$ cat src/rtl/tl_pkg.sv
// tl_pkg: shared codes, state encoding and default durations for the light interval timer.
package tl_pkg;

    localparam logic [1:0] INT_BASE = 2'b00;
    localparam logic [1:0] INT_EXT  = 2'b01;
    localparam logic [1:0] INT_YEL  = 2'b10;
    localparam logic [1:0] INT_DBL  = 2'b11;

    localparam logic [1:0] SEL_BASE = 2'b00;
    localparam logic [1:0] SEL_EXT  = 2'b01;
    localparam logic [1:0] SEL_YEL  = 2'b10;

    localparam logic [3:0] DEF_BASE = 4'd6;
    localparam logic [3:0] DEF_EXT  = 4'd3;
    localparam logic [3:0] DEF_YEL  = 4'd2;

    typedef enum logic {IDLE, RUN} state_t;

endpackage

$ cat src/rtl/tick_gen.sv
// tick_gen: free-running prescaler; tick marks the last count, one_hz is its registered pulse.
module tick_gen #(
    parameter int CLK_DIV = 10
) (
    input  logic clk,
    input  logic reset,
    input  logic clear,
    output logic tick,
    output logic one_hz
);
    localparam int W = $clog2(CLK_DIV);

    logic [W-1:0] cnt;

    assign tick = cnt == W'(CLK_DIV - 1);

    always_ff @(posedge clk) begin
        if (reset || clear) begin
            cnt    <= '0;
            one_hz <= 1'b0;
        end else begin
            cnt    <= tick ? '0 : cnt + 1'b1;
            one_hz <= tick;
        end
    end
endmodule

$ cat src/rtl/light_interval_timer.sv
// light_interval_timer: reprogrammable duration store and one-shot second countdown
// that pulses expired when the requested interval has elapsed.
module light_interval_timer
    import tl_pkg::*;
#(
    parameter int         CLK_DIV    = 10,
    parameter logic [3:0] T_BASE_DEF = DEF_BASE,
    parameter logic [3:0] T_EXT_DEF  = DEF_EXT,
    parameter logic [3:0] T_YEL_DEF  = DEF_YEL
) (
    input  logic       clk,
    input  logic       reset,
    input  logic       reprogram,
    input  logic [1:0] tp_sel,
    input  logic [3:0] t_val,
    input  logic       start,
    input  logic [1:0] interval,
    output logic       busy,
    output logic       expired,
    output logic [4:0] remaining,
    output logic       one_hz
);
    logic [3:0] base, ext, yel, wr_val;
    logic [4:0] len;
    logic       tick, last;
    state_t     state, state_next;

    tick_gen #(.CLK_DIV(CLK_DIV)) u_tick (
        .clk    (clk),
        .reset  (reset),
        .clear  (start),
        .tick   (tick),
        .one_hz (one_hz)
    );

    // A stored zero would never expire, so it is clamped to one second.
    assign wr_val = (t_val == 4'd0) ? 4'd1 : t_val;

    always_ff @(posedge clk) begin
        if (reset) begin
            base <= T_BASE_DEF;
            ext  <= T_EXT_DEF;
            yel  <= T_YEL_DEF;
        end else if (reprogram) begin
            if (tp_sel == SEL_BASE) base <= wr_val;
            if (tp_sel == SEL_EXT)  ext  <= wr_val;
            if (tp_sel == SEL_YEL)  yel  <= wr_val;
        end
    end

    always_comb begin
        len = (interval == INT_DBL) ? {base, 1'b0} :
              {1'b0, (interval == INT_EXT) ? ext : (interval == INT_YEL) ? yel : base};
    end

    assign last = (state == RUN) && tick && (remaining == 5'd1);

    always_ff @(posedge clk) begin
        if (reset) state <= IDLE;
        else       state <= state_next;
    end

    // start always wins, so a restart on the terminal tick keeps running.
    always_comb begin
        state_next = start ? RUN : last ? IDLE : state;
    end

    always_comb begin
        busy = state == RUN;
    end

    always_ff @(posedge clk) begin
        if (reset) begin
            remaining <= 5'd0;
            expired   <= 1'b0;
        end else begin
            expired <= last && !start;
            if (start)
                remaining <= len;
            else if (state == RUN && tick)
                remaining <= remaining - 5'd1;
        end
    end
endmodule

$ cat config.mk
export PLATFORM = sky130hd
export DESIGN_NAME = light_interval_timer
export DESIGN_NICKNAME = d
export VERILOG_FILES = /design/src/rtl/tl_pkg.sv /design/src/rtl/tick_gen.sv /design/src/rtl/light_interval_timer.sv
export SDC_FILE = /design/constraint.sdc
export NUM_CORES = 1
export LEC_CHECK = 0
export BUFFER_PORTS_ARGS = -buffer_cell sky130_fd_sc_hd__clkbuf_2
export CORE_MARGIN = 2
export CORE_UTILIZATION = 53
export DETAILED_ROUTE_END_ITERATION = 16
export GPL_TIMING_DRIVEN = 0
export HOLD_SLACK_MARGIN = 0.08
export PLACE_DENSITY = 0.76
export SYNTH_ARGS = -nofsm -noshare
export SYNTH_HDL_FRONTEND = slang
export SYNTH_HIERARCHICAL = 1
export SYNTH_SLANG_ARGS = --single-unit
$ cat constraint.sdc
create_clock -name clk -period 1.7 [get_ports clk]
set_input_delay 0.17 -clock clk [delete_from_list [all_inputs] [get_ports clk]]
set_output_delay 0.17 -clock clk [all_outputs]
set_load 0.02 [all_outputs]
# Word-level counts from Yosys, hierarchy flattened
# Index checks and enable logic that the tools add are counted.
# Widths: inputs -> output; s select.
# totals
ff_bits,24
output_inout_bits,8
elab_cells,38
inputBits,12
# op_classes
n_eq_ne,7
n_reduce_logical,13
n_mux,8
n_addsub,2
# ops
op,count
$mux 5,3
$mux 4,3
$eq 2x2->1 const B,3
$reduce_and 2->1,3
$eq 5x1->1 const B,1
$sub 5x1->5 const B,1
$add 4x1->4 const B,1
$eq 2x1->1 const B,2
$eq 4x4->1 const B,1
$logic_not 4->1,1
$reduce_bool 2->1,2
$logic_and 1x1->1,3
$logic_not 2->1,1
$mux 1,2
$reduce_or 2->1,1
$logic_not 1->1,1
$logic_or 1x1->1,1

# Depth between registers and ports, before layout
# Gate-level depths: netlist of the first run.
# depth
depth_word,5
depth_mapped,7
ltp_nobuf,7

# Cells and area by module
# The synthesis of the first run kept the hierarchy.
# by_module_without_submodules
mod,n_inst,area_each_um2,cells_per_inst
light_interval_timer,1,895.9,90
tick_gen,1,210.2,20

# Least setup slack after synthesis of the first run
# OpenSTA, ideal clock, no wires.
# synth_timing
path_type,register to register
start,register u_tick.cnt[0]
end,register remaining[4]
arrival_ns,1.495
path_stages_with_launch,7
slack_ns,0.131
setup_ns,0.074
period_less_slack_ns,1.569
t_required_ns,1.626
path_buffers,0
path_cell_list,dfxtp_1 -> ha_1 -> nand3b_4 -> inv_1 -> nand3_1 -> or4b_1 -> a31oi_1
# synth_between
elab_chain_cells,3
# synth_rtl
element,line_no,source
"start, declared",tick_gen.sv:13,logic [W-1:0] cnt;
"start signal, assigned",tick_gen.sv:22,cnt <= tick ? '0 : cnt + 1'b1;
$eq 4x4->1,tick_gen.sv:15,assign tick = cnt == W'(CLK_DIV - 1);
net tick,light_interval_timer.sv:25,"logic tick, last;"
$logic_and 1x1->1,light_interval_timer.sv:80,else if (state == RUN && tick)
$reduce_bool 2->1 (no source line),-,
"end signal, assigned",light_interval_timer.sv:79,remaining <= len;
"end signal, assigned",light_interval_timer.sv:81,remaining <= remaining - 5'd1;
"end, declared",light_interval_timer.sv:20,"output logic [4:0] remaining,"
# The timed path passes the listed nets, and every way through them passes these cells.
# A chain may end at the register's enable or synchronous reset.

# Worst setup path after layout of the first run
# layout_timing
start,register u_tick.cnt[1]
end,register remaining[4]
# Same word-level chain as after synthesis.

==> results of run 1 <==
cell usage in the layout, fill, tap and decap left out, types with 2 or more instances in the layout:
master,count
nor2_1,15
nand2_1,8
clkbuf_2,18
a21oi_1,3
nand3b_1,2
nand3_1,2
or3_1,3
dfxtp_1,23
clkbuf_4,3
inv_1,5
a31oi_1,2
mux4_2,3
mux2i_1,10
nor3_1,2
ha_1,4
xnor2_1,2
clkbuf_1,2
a211oi_1,3
critical path: cells and delay by family, from the launching register on:
family                   cells  cell delay, ns
flip-flops                   1            0.35
buffers and inverters        2            0.17
adder cells (fa/ha/maj)      1            0.18
AND/OR/NAND/NOR              3            0.70
AO/OA/AOI/OAI                1            0.16
state kept, by name, summed over array words and instances, names as in the netlist:
register       count
ext                4
base               4
u_tick/one_hz      1
u_tick/cnt         4
busy               1
remaining          5
yel                4
expired            1
power by group:
group | internal, mW | total [mW] | switching, mW
logic | 0.0637 | 0.138 | 0.0746
registers | 0.585 | 0.605 | 0.0206
clock network | 0.131 | 0.292 | 0.161
total | 0.779 | 1.04 | 0.256
through the flow:
| step | total power [mW] | util (%) |
|---|---|---|
| after global routing | 1.087 | 65.37 |
| final | 1.036 | 65.37 |
| after detailed placement | 0.7538 | 62.69 |
| after floorplan | 0.7050 | - |
| after global placement | 0.7486 | 62.69 |
| after CTS | 1.044 | 65.11 |
logic make-up (layout without fill, tap and decap cells):
| kind of cell | Yosys count | in the layout | synth area share [%] |
|---|---|---|---|
| flops | 24 | 24 | 43.44 |
| compound gates | 15 | 15 | 9.728 |
| simple gates | 41 | 41 | 20.93 |
| buf+inv | 10 | 33 | 3.846 |
| mux | 13 | 13 | 15.16 |
| xor+xnor | 3 | 3 | 2.376 |
| fa+ha+maj | 4 | 4 | 4.525 |
Yosys cell counts, drive strengths merged:
| cell type | n | share of area [%] |
|---|---|---|
| nor3 | 2 | 0.91 |
| o211ai | 1 | 0.68 |
| xor2 | 1 | 0.79 |
| mux2i | 10 | 9.1 |
| ha | 4 | 4.5 |
| nand4b | 1 | 0.79 |
| o211a | 1 | 0.91 |
| nand3b | 3 | 3.2 |
| o31ai | 1 | 0.68 |
| nand4 | 1 | 0.57 |
| o21ai | 1 | 0.45 |
| xnor2 | 2 | 1.6 |
| dfxtp | 24 | 43 |
| inv | 6 | 2.0 |
| a311oi | 1 | 0.79 |
| and3b | 1 | 0.79 |
| clkbuf | 2 | 0.68 |
| or3 | 3 | 1.7 |
| nor2 | 15 | 5.1 |
| nor3b | 1 | 1.1 |
| nor4b | 1 | 0.79 |
| or4b | 1 | 0.91 |
| buf | 2 | 1.1 |
| o311ai | 1 | 0.79 |
| a311o | 1 | 0.91 |
| a211oi | 3 | 2.0 |
| nand2 | 9 | 3.7 |
| nand3 | 3 | 1.4 |
| mux4 | 3 | 6.1 |
| a31oi | 2 | 1.1 |
| a21oi | 3 | 1.4 |
worst min-delay path by stage:
| stage | start | to | slack (ns) | cells past startpoint |
|---|---|---|---|---|
| after floorplan | reset | remaining[3] | 0.24 | 1 |
| after global placement | start | u_tick/one_hz | 0.37 | 2 |
| after detailed placement | start | u_tick/one_hz | 0.38 | 2 |
| after CTS | t_val[2] | base[2] | 0.12 | 3 |
| after global routing | t_val[2] | base[2] | 0.13 | 3 |
| final | t_val[1] | base[1] | 0.12 | 3 |
routing by layer:
layer  global-route usage [%]  up-vias
li1                         -      443
met1                    22.69      409
met2                    30.67       20
met3                    3.030        2
met4                    5.556        0
met5                        0        -
repair_timing:
| action | CTS | global route |
|---|---|---|
| pin swaps | 0 | 1 |
| hold buffers | 1 | 0 |
| hold endpoints to repair | 1 | 0 |
| setup endpoints to repair | 1 | 2 |
| cloned | 0 | 0 |
| gates resized for setup | 2 | 1 |
layout make-up:
class / instances / area [um^2]
plain buffers: 4 / 20.02
fillers: 189 / 679.4
well taps: 27 / 33.78
multi-input cells: 76 / 588.1
inverters: 6 / 22.52
repair buffers: 19 / 100.1
clock buffers: 4 / 36.28
flip-flops and latches: 24 / 481.7
==> impl_metrics.tcl, run 1 <==
set metrics [dict create \
    status "finished, final reports clean" \
    grt_pass1_vias 829 \
    grt_pass1_wl_um 3477 \
    cp_cell_sequence "inv_1 > ha_1 > nand3b_4 > inv_2 > nand3_2 > or4b_1 > a31oi_1" \
    worstSetupPathType "register to register" \
    final_nets 150 \
    place_area_mm2 0.001230 \
    yosysWarnings 6 \
    r2r-end "remaining[4]" \
    dr.pass1.iters 4 \
    rsz0062_at_grt "false" \
    drt_iter0_drc 20 \
    crit_start "u_tick/cnt[1]" \
    top_layer "met4" \
    cts_buffer_depth 2 \
    startpoint_type "register" \
    num_vias 874 \
    fp.dieW_um 49.68 \
    synth_area_per_cell_um2 10.06 \
    wl_met1_um 924 \
    antenna_cells 0 \
    fin_skew_ns 0.006512 \
    rows 16 \
    max_freq_ghz 0.6175 \
    syn_area_mm2 0.001106 \
    endpoint_kind "register" \
    dr_wl_met2_um 989 \
    synth_cell_types 34 \
    crit_fanout 5 \
    antenna_found_initial 0 \
    setup_slack_ns 0.08065 \
    h-tree-depth 1 \
    hpwl_um 1569 \
    cts_tree "yes" \
    drc 0 \
    fin_hold_ws_ns 0.1237 \
    postLayoutCellArea_mm2 0.001282 \
    final_max_slew_viol_count 0 \
    drive_above_1_share_pct 24.81 \
    reg2reg_from "u_tick/cnt[1]" \
    reg2reg_depth 7 \
    portBuffers 18 \
    slew_headroom_pct 68.48 \
    clkTransAtPathRegs_ns 0.13 \
    ys_seq_area_share_pct 43.44 \
    syn-num-nets 126 \
    worstSetupEndpoint "remaining[4]" \
    p_per_area_mw_per_mm2 807.4 \
    rrSetupSlack_ns 0.08 \
    finalHoldViolCount 0 \
    place_inst 155 \
    syn_to_final_growth_pct 15.95 \
    grt_use_total_pct 17.84 \
    fin_crit_ns 1.619 \
    coreArea_mm2 0.001962 \
    wirelength_um 2018 \
    synthCells 110 \
    worst_pin_slew_ns 0.4728 \
    place_ws_ns 0.01537 \
    timing.critical_path.slowest_stage_cell "or4b_1" \
    fin_crit_sh_pct 95.26 \
    wire_per_inst_um 12.61 \
    cp.required_ns 1.94 \
    io_pins 20 \
    dieArea_mm2 0.002468 \
    hp-class "primary input to register" \
    root_buffer "clkbuf_4" \
    routed_via_density 5.463 \
    cts_buffers 3 \
    start_util_pct 56.38 \
    route.met3.wl_um 97 \
    cp_data_arrival_time_ns 1.86 \
    setup_tns_ns 0 \
    clkLatencyLatePin_ns 0.31 \
    ant_nets 0 \
    place_congestion 0.7396 \
    slowest_delay_ns 0.49 \
    numClockSinks 24 \
    die-height_um 49.68 \
    grt_overflow 0 \
    ys_ff_latch 24 \
    cts_setup_buffers 0 \
    p_leak_nw 0.5651 \
    fin_cells 160 \
    report.final.setup_viol 0 \
    max_cap_viol_count 0 \
    grt_start_max_net_pins 14 \
    peakVddDrop_mv 0.5678 \
]
Power figures use the tool's default switching activity.
==> run 2, diff against run 1 <==
- clock period: 1.7 -> 1.5 ns (I/O delays scaled with it)
==> run 2 against run 1 <==
Net effect: sequential power increased by 14%; flip-flop and latch count is the same; non-clock buffer count up 6; worst setup slack worse by 0.050 ns; final cell count increased by 3.8%; sequential share of layout area shrank 1.8 points; critical path depth is the same; first-iteration DRC count decreased by 55%; largest cell class unchanged; final area rose by 5.7%; clock-buffer cell count did not move; die area did not move; largest power group unchanged; combinational power rose by 21%.
==> impl_metrics.tcl, run 2 (synthesis results as in run 1) <==
set metrics [dict create \
    start_util_pct 56.38 \
    num_vias 912 \
    final_max_slew_viol_count 0 \
    utilization_pct 69.07 \
    h-tree-depth 1 \
    syn_to_final_growth_pct 22.51 \
    antenna_cells 0 \
    place_inst 155 \
    regArea_um2 484.2 \
    fin_cells 166 \
    die-height_um 49.68 \
    rows 16 \
    timing.critical_path.slowest_stage_cell "or4b_1" \
    grt_overflow 0 \
    drt_iter0_drc 9 \
    status "finished, final reports clean" \
    grt_start_max_net_pins 14 \
    drive_above_1_share_pct 31.65 \
    clkLatencyLatePin_ns 0.32 \
    largest_reg_flops 5 \
    wire_per_inst_um 13.42 \
    place_congestion 0.7397 \
    grt_use_total_pct 21.09 \
    coreArea_mm2 0.001962 \
    setup_slack_ns 0.03020 \
    crit_family "simple AND/OR/NAND/NOR gates" \
    cts_buffers 3 \
    largest_register "remaining" \
    worst_pin_slew_ns 0.4923 \
    cts_buffer_depth 2 \
    final_nets 156 \
    numClockSinks 24 \
    fill_cells 166 \
    p_leak_nw 0.5973 \
    multi_input_area_um2 610.6 \
    ant_nets 0 \
    dieArea_mm2 0.002468 \
    max_freq_ghz 0.6804 \
    p_per_area_mw_per_mm2 882.5 \
    slew_headroom_pct 67.04 \
    peakVddDrop_mv 0.6613 \
    endpoint_kind "register" \
    mostFrequentLayoutCells "dfxtp_1 (21), clkbuf_2 (18), nor2_1 (15)" \
    grt_pass1_vias 909 \
    io_pins 20 \
    hp-class "primary input to register" \
    worstSetupPathType "register to register" \
    place_ws_ns -0.09188 \
    rsz0062_at_grt "true" \
    max_cap_viol_count 0 \
    startpoint_type "register" \
    cp_data_arrival_time_ns 1.73 \
    grt_pass1_wl_um 3967 \
    dr.pass1.iters 4 \
    cts_tree "yes" \
    routed_via_density 5.494 \
    cp_cell_sequence "inv_2 > ha_4 > nand3b_4 > inv_4 > nand3_4 > or4b_1 > a31oi_1" \
    clkTransAtPathRegs_ns 0.13 \
    cp.required_ns 1.76 \
    hpwl_um 1644 \
    drc 0 \
    fin_crit_ns 1.470 \
    wirelength_um 2227 \
    finalHoldViolCount 0 \
    report.final.setup_viol 0 \
    fin_crit_sh_pct 97.99 \
    crit_fanout 4 \
    antenna_found_initial 0 \
    worst-path-buf-inv 2 \
    portBuffers 18 \
    root_buffer "clkbuf_4" \
    fin_skew_ns 0.006702 \
    fp.dieW_um 49.68 \
    slowest_delay_ns 0.48 \
    layout_commonest_cell "dfxtp_1" \
]
## run 2: power by group
part / switching, mW / internal, mW
clock: 0.192 / 0.149
combinational: 0.0886 / 0.0784
sequential: 0.0250 / 0.663
total: 0.305 / 0.890
## run 2: stage by stage
step           hold WS [ns]  area (um^2)  power, mW  TNS (ns)
4_1_cts             0.09281         1344      1.199         0
3_3_place_gp         0.3513         1241     0.8510  -0.09369
3_5_place_dp         0.3608         1241     0.8581   -0.1477
5_1_grt              0.1052         1355      1.258  -0.08882
6_report            0.09504         1355      1.196         0
2_1_floorplan        0.2221         1117     0.8009         0
## run 2: worst paths after layout
check	endpoint	cells past startpoint	slack, ns	start
setup / recovery	remaining[4]	7	0.03	u_tick/cnt[1]
hold reg to reg	yel[1]	2	0.50	yel[1]
hold / removal	ext[1]	3	0.1	t_val[1]
setup reg to reg	remaining[4]	7	0.03	u_tick/cnt[1]
## run 2: worst min-delay path, cell delays in order
cell      delay (ns)
clkbuf_2        0.11
mux2i_1         0.07
nand2_1         0.06
## run 2: layer usage
metal	share of wire, %	vias to the layer above	wire length [um]	track usage [%]
li1	-	454	-	-
met1	46	428	1028	26.89
met3	4.3	5	96	3.030
met5	0	-	0	0
met4	2.1	0	46	11.57
met2	47	25	1054	34.22
## run 2: final cells by class
class	count	area share, %
multi-input combinational	76	45.06
sequential	24	35.73
timing repair buffer	25	10.71
clock buffer	4	2.678
tap	27	2.493
inverter	6	1.847
buffer	4	1.477
## run 2: repair_timing
action,in CTS,in global routing
setup endpoints to repair,2,3
hold buffers,1,0
pin swaps,3,4
resized for setup,4,3
buffers inserted,5,1
endpoints found under the hold margin,1,0
==> run 3, diff against run 2 <==
- ABC_AREA: unset -> 1
- CORE_ASPECT_RATIO: unset -> 0.8
- CORE_UTILIZATION: 53 -> 54
- PLACE_DENSITY: 0.76 -> 0.77
==> run 3 against run 2 <==
Net effect: clock power rose by 36%; via count rose by 22%; power rose by 14%; first-iteration DRC count rose to 3.3 times the previous value; final area rose by 1.7%; global-route usage fell by 0.35 points; sequential power rose by 0.7%.
==> impl_metrics.tcl, run 3 <==
set metrics [dict create \
    status "finished, final reports clean" \
    fin_crit_sh_pct 94.73 \
    ys_async_sr_fraction_pct 0 \
    die-height_um 45.70 \
    drt_iter0_drc 30 \
    rsz0062_at_grt "true" \
    fin_skew_ns 0.003111 \
    final_max_slew_viol_count 0 \
    cp_data_arrival_time_ns 1.64 \
    report.final.setup_viol 0 \
    fin_crit_ns 1.421 \
    start_util_pct 55.83 \
    slowest_delay_ns 0.37 \
    antenna_found_initial 0 \
    numClockSinks 24 \
    wire_per_inst_um 12.34 \
    synth_cell_types 24 \
    mostFrequentLayoutCells "nand2_1 (25), inv_1 (23), dfxtp_1 (22)" \
    cts_tree "yes" \
    p_leak_nw 0.6768 \
    grt_use_total_pct 20.75 \
    pwr-share-comb_pct 15.0 \
    grt_pass1_vias 974 \
    grt_pass1_wl_um 4071 \
    num_vias 1109 \
    syn_to_final_growth_pct 17.38 \
    wirelength_um 2603 \
    synth_edf_count 0 \
    syn_area_mm2 0.001174 \
    final_nets 203 \
    seqPwrFrac_pct 51.1 \
    clkLatencyLatePin_ns 0.32 \
    max_freq_ghz 0.7038 \
    rrSetupSlack_ns 0.08 \
    setup_slack_ns 0.07908 \
    ys.flop_type "dfxtp_1" \
    hp-class "primary input to register" \
    reg2reg_depth 10 \
    fp.dieW_um 56.12 \
    synthCells 162 \
    root_buffer "clkbuf_4" \
    drc 0 \
    cts_buffers 3 \
    p_int_mw 1.014 \
    crit_fanout 6 \
    endpoint_kind "register" \
    place_ws_ns 0.03808 \
    switchingPower_mw 0.3432 \
    cp.required_ns 1.72 \
    place_area_mm2 0.001295 \
    ys_top_cells_by_count "nand2_1 (25), dfxtp_1 (24), inv_1 (23)" \
    hpwl_um 1997 \
    slew_headroom_pct 78.54 \
    cts_buffer_depth 2 \
    dr.pass1.iters 4 \
    worst-path-buf-inv 4 \
    holdPathStages 3 \
    crit_family "flip-flops" \
    yosys.area.top_type "dfxtp_1" \
    clkPwrFrac_pct 34.0 \
    crit_cells 10 \
    grt_start_max_net_pins 15 \
    dieArea_mm2 0.002565 \
    p_sw_share_pct 25.28 \
    finalHoldViolCount 0 \
    antenna_cells 0 \
    drive_above_1_share_pct 23.12 \
    io_pins 20 \
    worst_path_most_repeated_cell "inv_1" \
    worstSetupPathType "register to register" \
    yosysWarnings 6 \
    h-tree-depth 1 \
    largest_register "remaining" \
    synth_area_per_cell_um2 7.245 \
    cp_cell_sequence "inv_1 > ha_1 > nand2_2 > inv_1 > nand2_1 > inv_2 > nor2_2 > inv_1 > o21ai_1 > a21oi_1" \
    postLayoutCellArea_mm2 0.001378 \
    worst_pin_slew_ns 0.3210 \
    startpoint_type "register" \
    rows 15 \
    max_cap_viol_count 0 \
    yosys.area.top_type_share_pct 40.94 \
    syn-num-nets 178 \
    layout_commonest_cell "nand2_1" \
    yosysMostFrequentCell "nand2_1" \
    portBuffers 18 \
    place_congestion 0.8454 \
    netlist_top_cells_area "dfxtp_1 (41%), nand2_1 (8.0%), inv_1 (7.4%)" \
    ys_seq_area_share_pct 40.94 \
    routed_via_density 5.256 \
    power_mw 1.358 \
    ant_nets 0 \
    coreArea_mm2 0.002102 \
    peakVddDrop_mv 0.7323 \
    ys_ff_latch 24 \
    p_per_area_mw_per_mm2 985.5 \
    largest_reg_flops 5 \
    utilization_pct 65.54 \
    timing.critical_path.slowest_stage_cell "dfxtp_2" \
    fin_cells 211 \
    grt_overflow 0 \
    clkTransAtPathRegs_ns 0.13 \
    place_inst 205 \
]
==> run 3: changes by cell type after synthesis, sizes merged, moves of 8 or more <==
cell,change
nand3,+8
o21ai,+15
mux2i,-10
inv,+21
a21oi,+11
nand2,+20
==> run 3: power groups by stage <==
stage | Sequential [mW] | Clock, mW | Combinational, mW
after floorplan | 0.714 | 0 | 0.120
after global placement | 0.704 | 0 | 0.185
after detailed placement | 0.706 | 0 | 0.195
after CTS | 0.692 | 0.470 | 0.196
after global routing | 0.696 | 0.498 | 0.229
final | 0.693 | 0.461 | 0.203
==> run 3: layout make-up <==
cell class / count / area [um^2]
Multi-Input combinational cell: 108 / 580.6
Sequential cell: 24 / 483.0
Inverter: 28 / 106.4
Clock inverter: 1 / 30.03
Buffer: 2 / 16.27
Clock buffer: 3 / 22.52
Tap cell: 25 / 31.28
Fill cell: 193 / 724.4
Timing Repair Buffer: 20 / 107.6
==> run 3: worst register-to-register path: cells and delay by family (launching register included) <==
family,cells,cell delay [ns]
fa+ha+maj,1,0.18
buf+inv,4,0.26
compound gates,2,0.18
simple gates,3,0.32
flops,1,0.37
==> run 3: routing by layer <==
layer / global-route usage [%] / part of all wire, % / vias up
met3: 5.966 / 4.0 / 2
met2: 38.82 / 49 / 22
met4: 5.238 / 0.46 / 0
met5: 0 / 0 / -
met1: 23.87 / 46 / 505
li1: - / - / 580
==> run 3: kinds of logic (layout without fill, tap and decap cells) <==
kind of cell             count (synthesis)  count (layout)  share of synthesized area, %
AND/OR/NAND/NOR                         63              63                         24.09
XOR/XNOR                                 3               3                         2.239
flip-flops                              24              24                         40.94
adder cells (fa/ha/maj)                  4               4                         4.265
AO/OA/AOI/OAI                           38              38                         18.02
buffers and inverters                   30              54                         10.45
==> run 3: worst paths after layout <==
check           startpoint            end
max          u_tick/cnt[1]   remaining[0]
min               t_val[0]         yel[0]
max reg2reg  u_tick/cnt[1]   remaining[0]
min reg2reg  u_tick/cnt[0]  u_tick/cnt[0]
==> run 3: per-stage QoR <==
step,hold slack (ns),TNS (ns)
final,0.09821,0
after global routing,0.1062,-0.06830
after CTS,0.08408,0
after detailed placement,0.4327,0
after global placement,0.4221,0
after floorplan,0.2191,0
==> run 3: timing repair <==
action / in CTS / in global routing
setup buffers: 0 / 1
hold endpoints to repair: 0 / 1
resized for setup: 1 / 7
endpoints found under the setup margin: 1 / 5
hold buffers: 0 / 1
